### src/rtl/mem_port_arbiter_if.sv
// Bundled core-side (I and D) and memory-side signals for mem_port_arbiter.
// The arbiter takes the slave modport; the core/memory environment takes master.
interface mem_port_arbiter_if #(
    parameter int unsigned AW = 32,
    parameter int unsigned DW = 32
);
    logic          i_req;
    logic [AW-1:0] i_addr;
    logic [DW-1:0] i_rdata;
    logic          i_ready;

    logic          d_req;
    logic          d_we;
    logic [AW-1:0] d_addr;
    logic [DW-1:0] d_wdata;
    logic [DW-1:0] d_rdata;
    logic          d_ready;

    logic          m_req;
    logic          m_we;
    logic [AW-1:0] m_addr;
    logic [DW-1:0] m_wdata;
    logic [DW-1:0] m_rdata;
    logic          m_ack;

    modport slave (
        input  i_req, i_addr, d_req, d_we, d_addr, d_wdata, m_rdata, m_ack,
        output i_rdata, i_ready, d_rdata, d_ready, m_req, m_we, m_addr, m_wdata
    );

    modport master (
        output i_req, i_addr, d_req, d_we, d_addr, d_wdata, m_rdata, m_ack,
        input  i_rdata, i_ready, d_rdata, d_ready, m_req, m_we, m_addr, m_wdata
    );
endinterface

### src/rtl/mem_port_arbiter.sv
// Arbitrates one single-port memory between fetch (I) and data (D) ports; D wins
// unless it has won MAX_D_STREAK times in a row with I waiting. Macro ARB_PERF_EN adds wait counters.
module mem_port_arbiter #(
    parameter int unsigned AW           = 32,
    parameter int unsigned DW           = 32,
    parameter int unsigned MAX_D_STREAK = 4
) (
    input  logic                clk,
    input  logic                reset,
    mem_port_arbiter_if.slave   bus,
    output logic [31:0]         i_wait_cnt,
    output logic [31:0]         d_wait_cnt
);
    localparam int unsigned SW = $clog2(MAX_D_STREAK + 1);
    localparam logic [SW-1:0] MaxStreak = SW'(MAX_D_STREAK);

    typedef enum logic [1:0] {StIdle, StBusyI, StBusyD, StResp} state_e;

    state_e        state_q, state_d;
    logic [SW-1:0] streak_q, streak_d;
    logic          m_req_q, m_req_d;
    logic          m_we_q, m_we_d;
    logic [AW-1:0] m_addr_q, m_addr_d;
    logic [DW-1:0] m_wdata_q, m_wdata_d;
    logic [DW-1:0] i_rdata_q, i_rdata_d;
    logic [DW-1:0] d_rdata_q, d_rdata_d;
    logic          i_ready_q, i_ready_d;
    logic          d_ready_q, d_ready_d;

    always_comb begin
        state_d   = state_q;
        streak_d  = streak_q;
        m_req_d   = m_req_q;
        m_we_d    = m_we_q;
        m_addr_d  = m_addr_q;
        m_wdata_d = m_wdata_q;
        i_rdata_d = i_rdata_q;
        d_rdata_d = d_rdata_q;
        i_ready_d = 1'b0;
        d_ready_d = 1'b0;
        unique case (state_q)
            StIdle: begin
                if (bus.d_req && (streak_q < MaxStreak || !bus.i_req)) begin
                    state_d   = StBusyD;
                    m_req_d   = 1'b1;
                    m_we_d    = bus.d_we;
                    m_addr_d  = bus.d_addr;
                    m_wdata_d = bus.d_wdata;
                    // Streak only grows while I is actually being held off
                    if (!bus.i_req) begin
                        streak_d = '0;
                    end else if (streak_q != MaxStreak) begin
                        streak_d = streak_q + 1'b1;
                    end
                end else if (bus.i_req) begin
                    state_d   = StBusyI;
                    m_req_d   = 1'b1;
                    m_we_d    = 1'b0;
                    m_addr_d  = bus.i_addr;
                    m_wdata_d = '0;
                    streak_d  = '0;
                end
            end
            StBusyI: begin
                if (bus.m_ack) begin
                    m_req_d   = 1'b0;
                    i_rdata_d = bus.m_rdata;
                    i_ready_d = 1'b1;
                    state_d   = StResp;
                end
            end
            StBusyD: begin
                if (bus.m_ack) begin
                    m_req_d = 1'b0;
                    // Writes leave the previous read data in place
                    if (!m_we_q) begin
                        d_rdata_d = bus.m_rdata;
                    end
                    d_ready_d = 1'b1;
                    state_d   = StResp;
                end
            end
            StResp: begin
                state_d = StIdle;
            end
            default: begin
                state_d = StIdle;
            end
        endcase
    end

    always_ff @(posedge clk or negedge reset) begin
        if (!reset) begin
            state_q   <= StIdle;
            streak_q  <= '0;
            m_req_q   <= 1'b0;
            m_we_q    <= 1'b0;
            m_addr_q  <= '0;
            m_wdata_q <= '0;
            i_rdata_q <= '0;
            d_rdata_q <= '0;
            i_ready_q <= 1'b0;
            d_ready_q <= 1'b0;
        end else begin
            state_q   <= state_d;
            streak_q  <= streak_d;
            m_req_q   <= m_req_d;
            m_we_q    <= m_we_d;
            m_addr_q  <= m_addr_d;
            m_wdata_q <= m_wdata_d;
            i_rdata_q <= i_rdata_d;
            d_rdata_q <= d_rdata_d;
            i_ready_q <= i_ready_d;
            d_ready_q <= d_ready_d;
        end
    end

    assign bus.m_req   = m_req_q;
    assign bus.m_we    = m_we_q;
    assign bus.m_addr  = m_addr_q;
    assign bus.m_wdata = m_wdata_q;
    assign bus.i_rdata = i_rdata_q;
    assign bus.d_rdata = d_rdata_q;
    assign bus.i_ready = i_ready_q;
    assign bus.d_ready = d_ready_q;

`ifdef ARB_PERF_EN
    logic [31:0] i_wait_q, d_wait_q;

    always_ff @(posedge clk or negedge reset) begin
        if (!reset) begin
            i_wait_q <= '0;
            d_wait_q <= '0;
        end else begin
            if (bus.i_req && !i_ready_q) i_wait_q <= i_wait_q + 32'd1;
            if (bus.d_req && !d_ready_q) d_wait_q <= d_wait_q + 32'd1;
        end
    end

    assign i_wait_cnt = i_wait_q;
    assign d_wait_cnt = d_wait_q;
`else
    assign i_wait_cnt = 32'd0;
    assign d_wait_cnt = 32'd0;
`endif

endmodule
### src/flat_wrapper.sv
// flat-port wrapper written by rule: the top's interface ports become plain ports
module mem_port_arbiter_flat 
#(
    parameter int unsigned AW           = 32,
    parameter int unsigned DW           = 32,
    parameter int unsigned MAX_D_STREAK = 4
)
  (clk, reset, i_wait_cnt, d_wait_cnt, bus_i_req, bus_i_addr, bus_d_req, bus_d_we, bus_d_addr, bus_d_wdata, bus_m_rdata, bus_m_ack, bus_i_rdata, bus_i_ready, bus_d_rdata, bus_d_ready, bus_m_req, bus_m_we, bus_m_addr, bus_m_wdata);
  mem_port_arbiter_if #(.AW(AW), .DW(DW)) bus_i ();
  input  logic clk;
  input  logic reset;
  output logic [31:0] i_wait_cnt;
  output logic [31:0] d_wait_cnt;
  input wire logic [$bits(bus_i.i_req)-1:0] bus_i_req;
  input wire logic [$bits(bus_i.i_addr)-1:0] bus_i_addr;
  input wire logic [$bits(bus_i.d_req)-1:0] bus_d_req;
  input wire logic [$bits(bus_i.d_we)-1:0] bus_d_we;
  input wire logic [$bits(bus_i.d_addr)-1:0] bus_d_addr;
  input wire logic [$bits(bus_i.d_wdata)-1:0] bus_d_wdata;
  input wire logic [$bits(bus_i.m_rdata)-1:0] bus_m_rdata;
  input wire logic [$bits(bus_i.m_ack)-1:0] bus_m_ack;
  output wire logic [$bits(bus_i.i_rdata)-1:0] bus_i_rdata;
  output wire logic [$bits(bus_i.i_ready)-1:0] bus_i_ready;
  output wire logic [$bits(bus_i.d_rdata)-1:0] bus_d_rdata;
  output wire logic [$bits(bus_i.d_ready)-1:0] bus_d_ready;
  output wire logic [$bits(bus_i.m_req)-1:0] bus_m_req;
  output wire logic [$bits(bus_i.m_we)-1:0] bus_m_we;
  output wire logic [$bits(bus_i.m_addr)-1:0] bus_m_addr;
  output wire logic [$bits(bus_i.m_wdata)-1:0] bus_m_wdata;
  assign bus_i.i_req = bus_i_req;
  assign bus_i.i_addr = bus_i_addr;
  assign bus_i.d_req = bus_d_req;
  assign bus_i.d_we = bus_d_we;
  assign bus_i.d_addr = bus_d_addr;
  assign bus_i.d_wdata = bus_d_wdata;
  assign bus_i.m_rdata = bus_m_rdata;
  assign bus_i.m_ack = bus_m_ack;
  assign bus_i_rdata = bus_i.i_rdata;
  assign bus_i_ready = bus_i.i_ready;
  assign bus_d_rdata = bus_i.d_rdata;
  assign bus_d_ready = bus_i.d_ready;
  assign bus_m_req = bus_i.m_req;
  assign bus_m_we = bus_i.m_we;
  assign bus_m_addr = bus_i.m_addr;
  assign bus_m_wdata = bus_i.m_wdata;
  mem_port_arbiter #(.AW(AW), .DW(DW), .MAX_D_STREAK(MAX_D_STREAK)) u_core (.clk(clk), .reset(reset), .bus(bus_i), .i_wait_cnt(i_wait_cnt), .d_wait_cnt(d_wait_cnt));
endmodule
### config.mk
export PLATFORM = sky130hd
export DESIGN_NAME = mem_port_arbiter_flat
export DESIGN_NICKNAME = d
export VERILOG_FILES = /design/src/rtl/mem_port_arbiter_if.sv /design/src/rtl/mem_port_arbiter.sv /design/src/flat_wrapper.sv
export SDC_FILE = /design/constraint.sdc
export NUM_CORES = 1
export LEC_CHECK = 0
export BUFFER_PORTS_ARGS = -buffer_cell sky130_fd_sc_hd__buf_4
export CORE_MARGIN = 2
export CORE_UTILIZATION = 25
export DETAILED_ROUTE_END_ITERATION = 6
export GPL_TIMING_DRIVEN = 0
export MAX_ROUTING_LAYER = met4
export PLACE_DENSITY = 0.51
export SYNTH_ARGS = -nofsm -noshare
export SYNTH_HDL_FRONTEND = slang
export SYNTH_SLANG_ARGS = --single-unit
### constraint.sdc
create_clock -name clk -period 2.6 [get_ports clk]
set_clock_uncertainty 0.2 [all_clocks]
set_input_delay 0.26 -clock clk [delete_from_list [all_inputs] [get_ports clk]]
set_output_delay 0.26 -clock clk [all_outputs]
set_load 0.02 [all_outputs]
==> Implementation_results.wiki, run 1 <==
{| class="wikitable"
! Metric !! Value
|-
| Number of sinks on the clock net || 137
|-
| Share of power burned in combinational logic || 49.9%
|-
| Cell types with the highest counts after synthesis || sky130_fd_sc_hd__dfrtp_1 (137), sky130_fd_sc_hd__buf_4 (74), sky130_fd_sc_hd__a21oi_1 (66)
|-
| Worst IR drop on VDD || 0.000473 V
|-
| Worst hold stages || 3
|-
| Total of flip-flops plus latches after synthesis || 137
|-
| Most instantiated library cell after synthesis || sky130_fd_sc_hd__dfrtp_1
|-
| Total number of placement rows || 57
|-
| Final critical-path required period || 2.40 ns
|-
| Leading post-synthesis cells by cell area || sky130_fd_sc_hd__dfrtp_1 (56%), sky130_fd_sc_hd__buf_4 (9.2%), sky130_fd_sc_hd__mux2_4 (7.4%)
|-
| Fraction of registers with async set/reset || 100%
|-
| Hold_sp || bus_d_req
|-
| Global-route congestion overflow total || 0
|-
| Sequential group share of total power || 30.2%
|-
| Top Ports || 330
|-
| Number of buffers inserted during clock tree synthesis || 17
|-
| Avg Inst Size Synth || 12.4 um^2
|-
| Depth of the worst register-to-register path || 8
|-
| Area share of the leading cell type in the synthesized netlist || 56.5%
|-
| Number of synthesized flops with an enable pin || 0
|-
| Die extent in y || 160 um
|-
| GPL Wtd Cong || 0.758
|-
| Required time of the critical path || 2.69 ns
|-
| Normalized max-slew margin || 47.9%
|-
| Worst r2r dst || u_core.bus.m_addr[4]
|-
| Pre-CTS setup slack || 0.618 ns
|-
| Final worst-path cycle share || 92.4%
|-
| Endpoint of the worst hold-timing path || u_core.bus.m_req
|-
| Internal power || 7.77 mW
|-
| Switching portion of total power || 37.2%
|-
| Element type at the critical path end || flop
|-
| FF-to-FF setup slack || 0.20 ns
|-
| Max incr delay on CP || 0.56 ns
|-
| Final wirelength || 18,500 um
|-
| Vias || 5,227
|-
| Slew Limit Fails || 0
|-
| Unrepaired setup endpoints after global routing || no
|-
| Hold violation total from the final report || 0
|-
| Power dissipated by switching net loads || 4.60 mW
|-
| Global-route usage over all layers || 14.8%
|-
| Detailed placement HPWL || 12,700 um
|-
| Tightest Pin Transition || 0.781 ns
|-
| Detailed-route wire length per cell || 14.2 um
|-
| Min-delay worst type || input port to flop
|-
| Root Driver || sky130_fd_sc_hd__clkbuf_16
|-
| Syn Std Cell Area || 6070 um^2
|-
| Maximum buffer depth of the clock tree || 2
|-
| MaxCap Viol Count || 0
|-
| Wire length of the first global-routing pass || 29,000 um
|-
| Clock slew at reported path FFs || 0.06 ns
|-
| Vias per inst || 4.00
|-
| Width of the die || 160 um
|-
| Cell taking the most area after synthesis || sky130_fd_sc_hd__dfrtp_1
|-
| Worst-Skew Late Latency || 0.41 ns
|-
| Count of buffers from port buffering || 264
|-
| Slowest-stage cell, CP || sky130_fd_sc_hd__dlygate4sd3_1
|-
| Power density of the placed cells || 1160 nW/um^2
|-
| H-tree lvl count || 4
|-
| Share of cells above drive strength 1 || 47.0%
|-
| Worst reg2reg path startpoint || u_core.state_q[0]
|-
| Sequential element share of the synthesized area || 56.5%
|-
| Chain of cells forming the critical path || inv_1, ha_2, o21ai_2, buf_6, buf_4, a21oi_1, a21oi_1, dlygate4sd3_1
|-
| Yosys warnings || 0
|-
| Outcome || finished clean
|-
| Antenna Violating Nets Remaining || 0
|-
| Biggest fanout along the worst timing path || 10
|-
| Max Clk Rate || 416 MHz
|-
| Largest net degree at the start of global routing || 81
|-
| Crit path top cell by count || sky130_fd_sc_hd__a21oi_1
|-
| Final worst slack || 0.196 ns
|-
| Count of unique library cells instantiated by Yosys || 27
|-
| Initial Utilization || 25.2%
|-
| Sort of element at the start of the critical path || flop
|-
| Reported leakage power || 5.34 nW
|-
| Placeable core area || 24,100 um^2
|-
| Starting DRC count in detailed routing || 189
|-
| WP data arrival || 2.50 ns
|-
| Number of global-route vias before repair || 5,389
|-
| Area Overhead vs Synth || 75.2%
|-
| Final #Nets || 1,108
|-
| Mapped Cells || 490
|-
| Total negative setup slack || 0 ns
|-
| Initial antenna violation count || 1
|-
| Remaining design rule violation count || 0
|-
| Number of iterations in the first detailed-routing pass || 4
|-
| Final-report setup violation count || 0
|-
| Kind of critical path || flop to flop
|-
| Die area || 25,500 um^2
|-
| Synth Flop Type || sky130_fd_sc_hd__dfrtp_1
|-
| CTS tree || yes
|-
| Clock power frac || 19.9%
|}
-- power by group through the flow --
stage,Combinational [mW],Sequential (mW),Clock [mW]
after global routing,6.58,3.87,2.66
after floorplan,2.06,4.91,0
after CTS,6.20,3.73,2.55
after global placement,5.58,3.74,0
after detailed placement,5.62,3.74,0
final,6.17,3.74,2.47
-- registers in the layout (all words and copies together) (netlist names) --
register	flops
u_core.bus.d_rdata	32
u_core.bus.i_rdata	32
u_core.bus.m_addr	32
u_core.bus.m_wdata	32
u_core.streak_q	3
u_core.state_q	2
u_core.bus.d_ready	1
u_core.bus.i_ready	1
u_core.bus.m_req	1
u_core.bus.m_we	1
-- repair_timing --
action / in CTS / in global routing
hold endpoints to repair: 210 / 0
endpoints found under the setup margin: 0 / 30
buffers inserted: 0 / 0
hold buffers: 131 / 0
gates resized for setup: 0 / 2
-- layer usage --
layer / wire length, um / GRT usage [%] / vias to the layer above
met2: 8930 / 23.5 / 212
met4: 235 / 3.73 / 0
li1: - / - / 2518
met3: 1150 / 4.57 / 14
met1: 8190 / 18.3 / 2483
met5: 0 / - / -
-- worst max-delay path: cells and delay by family (launching register included) --
family / cells / cell delay, ns
flops: 1 / 0.42
compound gates: 3 / 0.40
buf+inv: 4 / 1.00
fa+ha+maj: 1 / 0.26
-- worst max-delay path by stage --
stage	start	endpoint	slack (ns)
2_1_floorplan	u_core.state_q[0]	u_core.bus.d_rdata[10]	0.89
3_3_place_gp	reset	u_core.bus.m_addr[5]	0.35
3_5_place_dp	u_core.state_q[0]	u_core.bus.m_addr[17]	0.62
4_1_cts	u_core.state_q[0]	u_core.bus.m_addr[23]	0.1
5_1_grt	u_core.state_q[1]	u_core.bus.m_addr[4]	0.08
6_report	u_core.state_q[0]	u_core.bus.m_addr[4]	0.20
-- cell families after synthesis --
logic type | synth area share [%]
adders and majority gates | 1.24
and+or+nand+nor | 4.58
muxes | 13.7
buffers and inverters | 11.5
other | 0.0618
DFF | 56.5
AOI/OAI and AO/OA | 12.4
-- per-stage QoR --
| stage | cell area [um^2] | total power, mW | instances | hold WS (ns) | utilization, % |
|---|---|---|---|---|---|
| final | 10600 | 12.4 | 1306 | 0.0849 | 44.1 |
| after global routing | 10600 | 13.1 | 1306 | 0.0798 | 44.1 |
| after CTS | 10600 | 12.5 | 1305 | 0.0706 | 44.1 |
| after detailed placement | 8720 | 9.36 | 1142 | 0.172 | 36.2 |
| after global placement | 8690 | 9.32 | 1141 | 0.277 | 36.1 |
| after floorplan | 6300 | 6.98 | 553 | -0.236 | - |
-- cell usage in the layout, fill, tap and decap left out, drive strengths merged, types with 3 or more instances in the layout --
master       instances
dfrtp              137
a21oi               67
dlygate4sd3        131
inv                 12
buf                357
nand2               34
clkbuf              17
a21boi               3
nor2                33
ha                   6
conb                64
clkinv               5
a22o                33
mux2                64
-- final cells by class --
cell class / instances / area (um^2)
inverters: 6 / 22.5
well taps: 324 / 405
plain buffers: 92 / 677
clock buffers: 17 / 425
repair buffers: 396 / 3320
multi-input cells: 318 / 2180
flip-flops and latches: 137 / 3430
diodes: 1 / 2.50
clock inverters: 15 / 163
fillers: 2312 / 13500
No activity file was read; power rests on OpenSTA's default activity.
==> run 2, diff against run 1 <==
CORE_ASPECT_RATIO = 1.4   (was default)
PLACE_DENSITY = 0.53   (was 0.51)
clock period = 2.2 ns   (was 2.6 ns; I/O delays follow)
==> run 2 against run 1 <==
- non-clock buffer count unchanged
- via count decreased by 0.46%
- critical path depth decreased by 2
- combinational power increased by 9.6%
- clock power increased by 34%
- global-route usage increased by 0.47 points
- design area increased by 0.59%
- clock-buffer cell count increased by 3
- register-to-register slack about the same
- total power increased by 17%
- critical endpoint is now u_core.bus.m_addr[9]
- highest routed layer unchanged
==> Implementation_results.wiki, run 2 (synthesis gave the netlist of run 1 again) <==
{| class="wikitable"
! Metric !! Value
|-
| Remaining design rule violation count || 0
|-
| Global Route met1 Usage || 16.7%
|-
| Initial Utilization || 25.4%
|-
| Outcome || finished clean
|-
| GPL Wtd Cong || 0.778
|-
| Biggest fanout along the worst timing path || 10
|-
| Area Overhead vs Synth || 76.2%
|-
| Largest net degree at the start of global routing || 77
|-
| Most frequent standard cell in the layout excluding fill and tap cells || sky130_fd_sc_hd__buf_4
|-
| Clock power frac || 22.9%
|-
| Hold violation total from the final report || 0
|-
| Buffers inserted during post-CTS setup optimization || 0
|-
| Number of sinks on the clock net || 137
|-
| Antenna Violating Nets Remaining || 0
|-
| Detailed placement HPWL || 12,900 um
|-
| Slowest-stage cell, CP || sky130_fd_sc_hd__dfrtp_1
|-
| Required time of the critical path || 2.34 ns
|-
| Switching portion of total power || 36.3%
|-
| Clock slew at reported path FFs || 0.06 ns
|-
| Unrepaired setup endpoints after global routing || no
|-
| GRT Max-Usage Layer || met2
|-
| Number of buffers inserted during clock tree synthesis || 17
|-
| CP Buf/Inv Count || 2
|-
| Placeable core area || 23,900 um^2
|-
| Power, Total || 14.5 mW
|-
| Width of the die || 136 um
|-
| Final critical-path required period || 1.99 ns
|-
| Final wirelength || 18,800 um
|-
| Share of cells above drive strength 1 || 46.6%
|-
| Internal power || 9.23 mW
|-
| Top Ports || 330
|-
| Final-report setup violation count || 0
|-
| Count of buffers from port buffering || 264
|-
| Global-route congestion overflow total || 0
|-
| Antenna fix cells || 0
|-
| Wire length of the first global-routing pass || 29,200 um
|-
| Element type at the critical path end || flop
|-
| Kind of critical path || flop to flop
|-
| Reported leakage power || 5.40 nW
|-
| Pre-CTS setup slack || 0.251 ns
|-
| Final non-filler cell area || 10,700 um^2
|-
| Count of placed standard cells including taps || 1,128
|-
| Fill count || 2,228
|-
| CTS tree || yes
|-
| Final worst slack || 0.208 ns
|-
| Number of iterations in the first detailed-routing pass || 4
|-
| Worst-Skew Late Latency || 0.42 ns
|-
| Worst IR drop on VDD || 0.000586 V
|-
| Final worst-path cycle share || 90.5%
|-
| Normalized max-slew margin || 59.6%
|-
| Commonest cells after routing, fill and taps aside || sky130_fd_sc_hd__buf_4 (337), sky130_fd_sc_hd__dfrtp_1 (137), sky130_fd_sc_hd__dlygate4sd3_1 (131), sky130_fd_sc_hd__a21oi_1 (66), sky130_fd_sc_hd__conb_1 (64)
|-
| Global-route usage over all layers || 15.2%
|-
| Final #Nets || 1,108
|-
| Met2 routing resource usage after global routing || 26.7%
|-
| Min-delay worst type || input port to flop
|-
| Count of non-filler cells in the finished layout || 1,290
|-
| Met3 track utilization from global routing || 3.87%
|-
| Number of global-route vias before repair || 5,534
|-
| Die extent in y || 188 um
|-
| Maximum buffer depth of the clock tree || 2
|-
| Share of power burned in combinational logic || 46.7%
|-
| Slew Limit Fails || 0
|-
| Vias || 5,203
|-
| MaxCap Viol Count || 0
|-
| Max Clk Rate || 502 MHz
|-
| Max incr delay on CP || 0.42 ns
|-
| Critical path's top delay family || compound AO/OA/AOI/OAI gates
|-
| H-tree lvl count || 4
|-
| WP data arrival || 2.13 ns
|-
| Root Driver || sky130_fd_sc_hd__clkbuf_16
|-
| Total negative setup slack || 0 ns
|-
| Placed standard-cell area || 8710 um^2
|-
| Sort of element at the start of the critical path || flop
|-
| Min Hold Slack || 0.0395 ns
|-
| Post-route core utilization || 44.7%
|-
| Starting DRC count in detailed routing || 167
|-
| Sequential group share of total power || 30.4%
|-
| Power dissipated by switching net loads || 5.25 mW
|-
| Initial antenna violation count || 0
|-
| Power density of the placed cells || 1350 nW/um^2
|-
| Vias per inst || 4.03
|-
| Tightest Pin Transition || 0.606 ns
|-
| Total number of placement rows || 67
|-
| Chain of cells forming the critical path || inv_1, ha_1, o21a_1, buf_2, nor2_1, a21oi_1
|-
| Die area || 25,600 um^2
|-
| Detailed-route wire length per cell || 14.5 um
|}
run 2: worst paths after layout:
kind	startpoint	endpoint	slack [ns]	cells after the start
max reg2reg	u_core.state_q[0]	u_core.bus.m_addr[9]	0.21	6
min reg2reg	u_core.bus.m_wdata[25]	u_core.bus.m_wdata[25]	0.30	1
min in group asynchronous	reset	u_core.bus.d_rdata[12]	0.16	2
max in group asynchronous	reset	u_core.bus.m_addr[11]	0.83	3
max	u_core.state_q[0]	u_core.bus.m_addr[9]	0.21	6
min	bus_i_req	u_core.streak_q[0]	0.04	2
run 2: area by class of cell:
type                    instances  area (um^2)  area share, %
plain buffers                  92          677           6.33
clock buffers                  20          457           4.27
clock inverters                11          218           2.04
inverters                       6         22.5          0.211
multi-input cells             318         2180           20.4
flip-flops and latches        137         3430           32.1
well taps                     310          388           3.63
repair buffers                396         3320           31.1
run 2: repair_timing:
action                                 CTS  global route
endpoints found under the hold margin  193             0
hold buffers                           131             0
resized for setup                        0             0
run 2: power by group through the flow:
stage	combinational [mW]	clock (mW)	sequential, mW
finish	6.76	3.32	4.40
global route	7.24	3.54	4.57
CTS	6.83	3.42	4.41
detailed placement	6.64	0	4.43
global placement	6.59	0	4.41
floorplan	2.44	0	5.81
run 2: per-layer routing:
layer / share of wire [%] / wire length (um) / up-vias
met1: 39 / 7360 / 2467
met3: 6.1 / 1150 / 25
met5: 0 / 0 / -
met4: 1.9 / 348 / 0
met2: 53 / 9890 / 192
li1: - / - / 2519
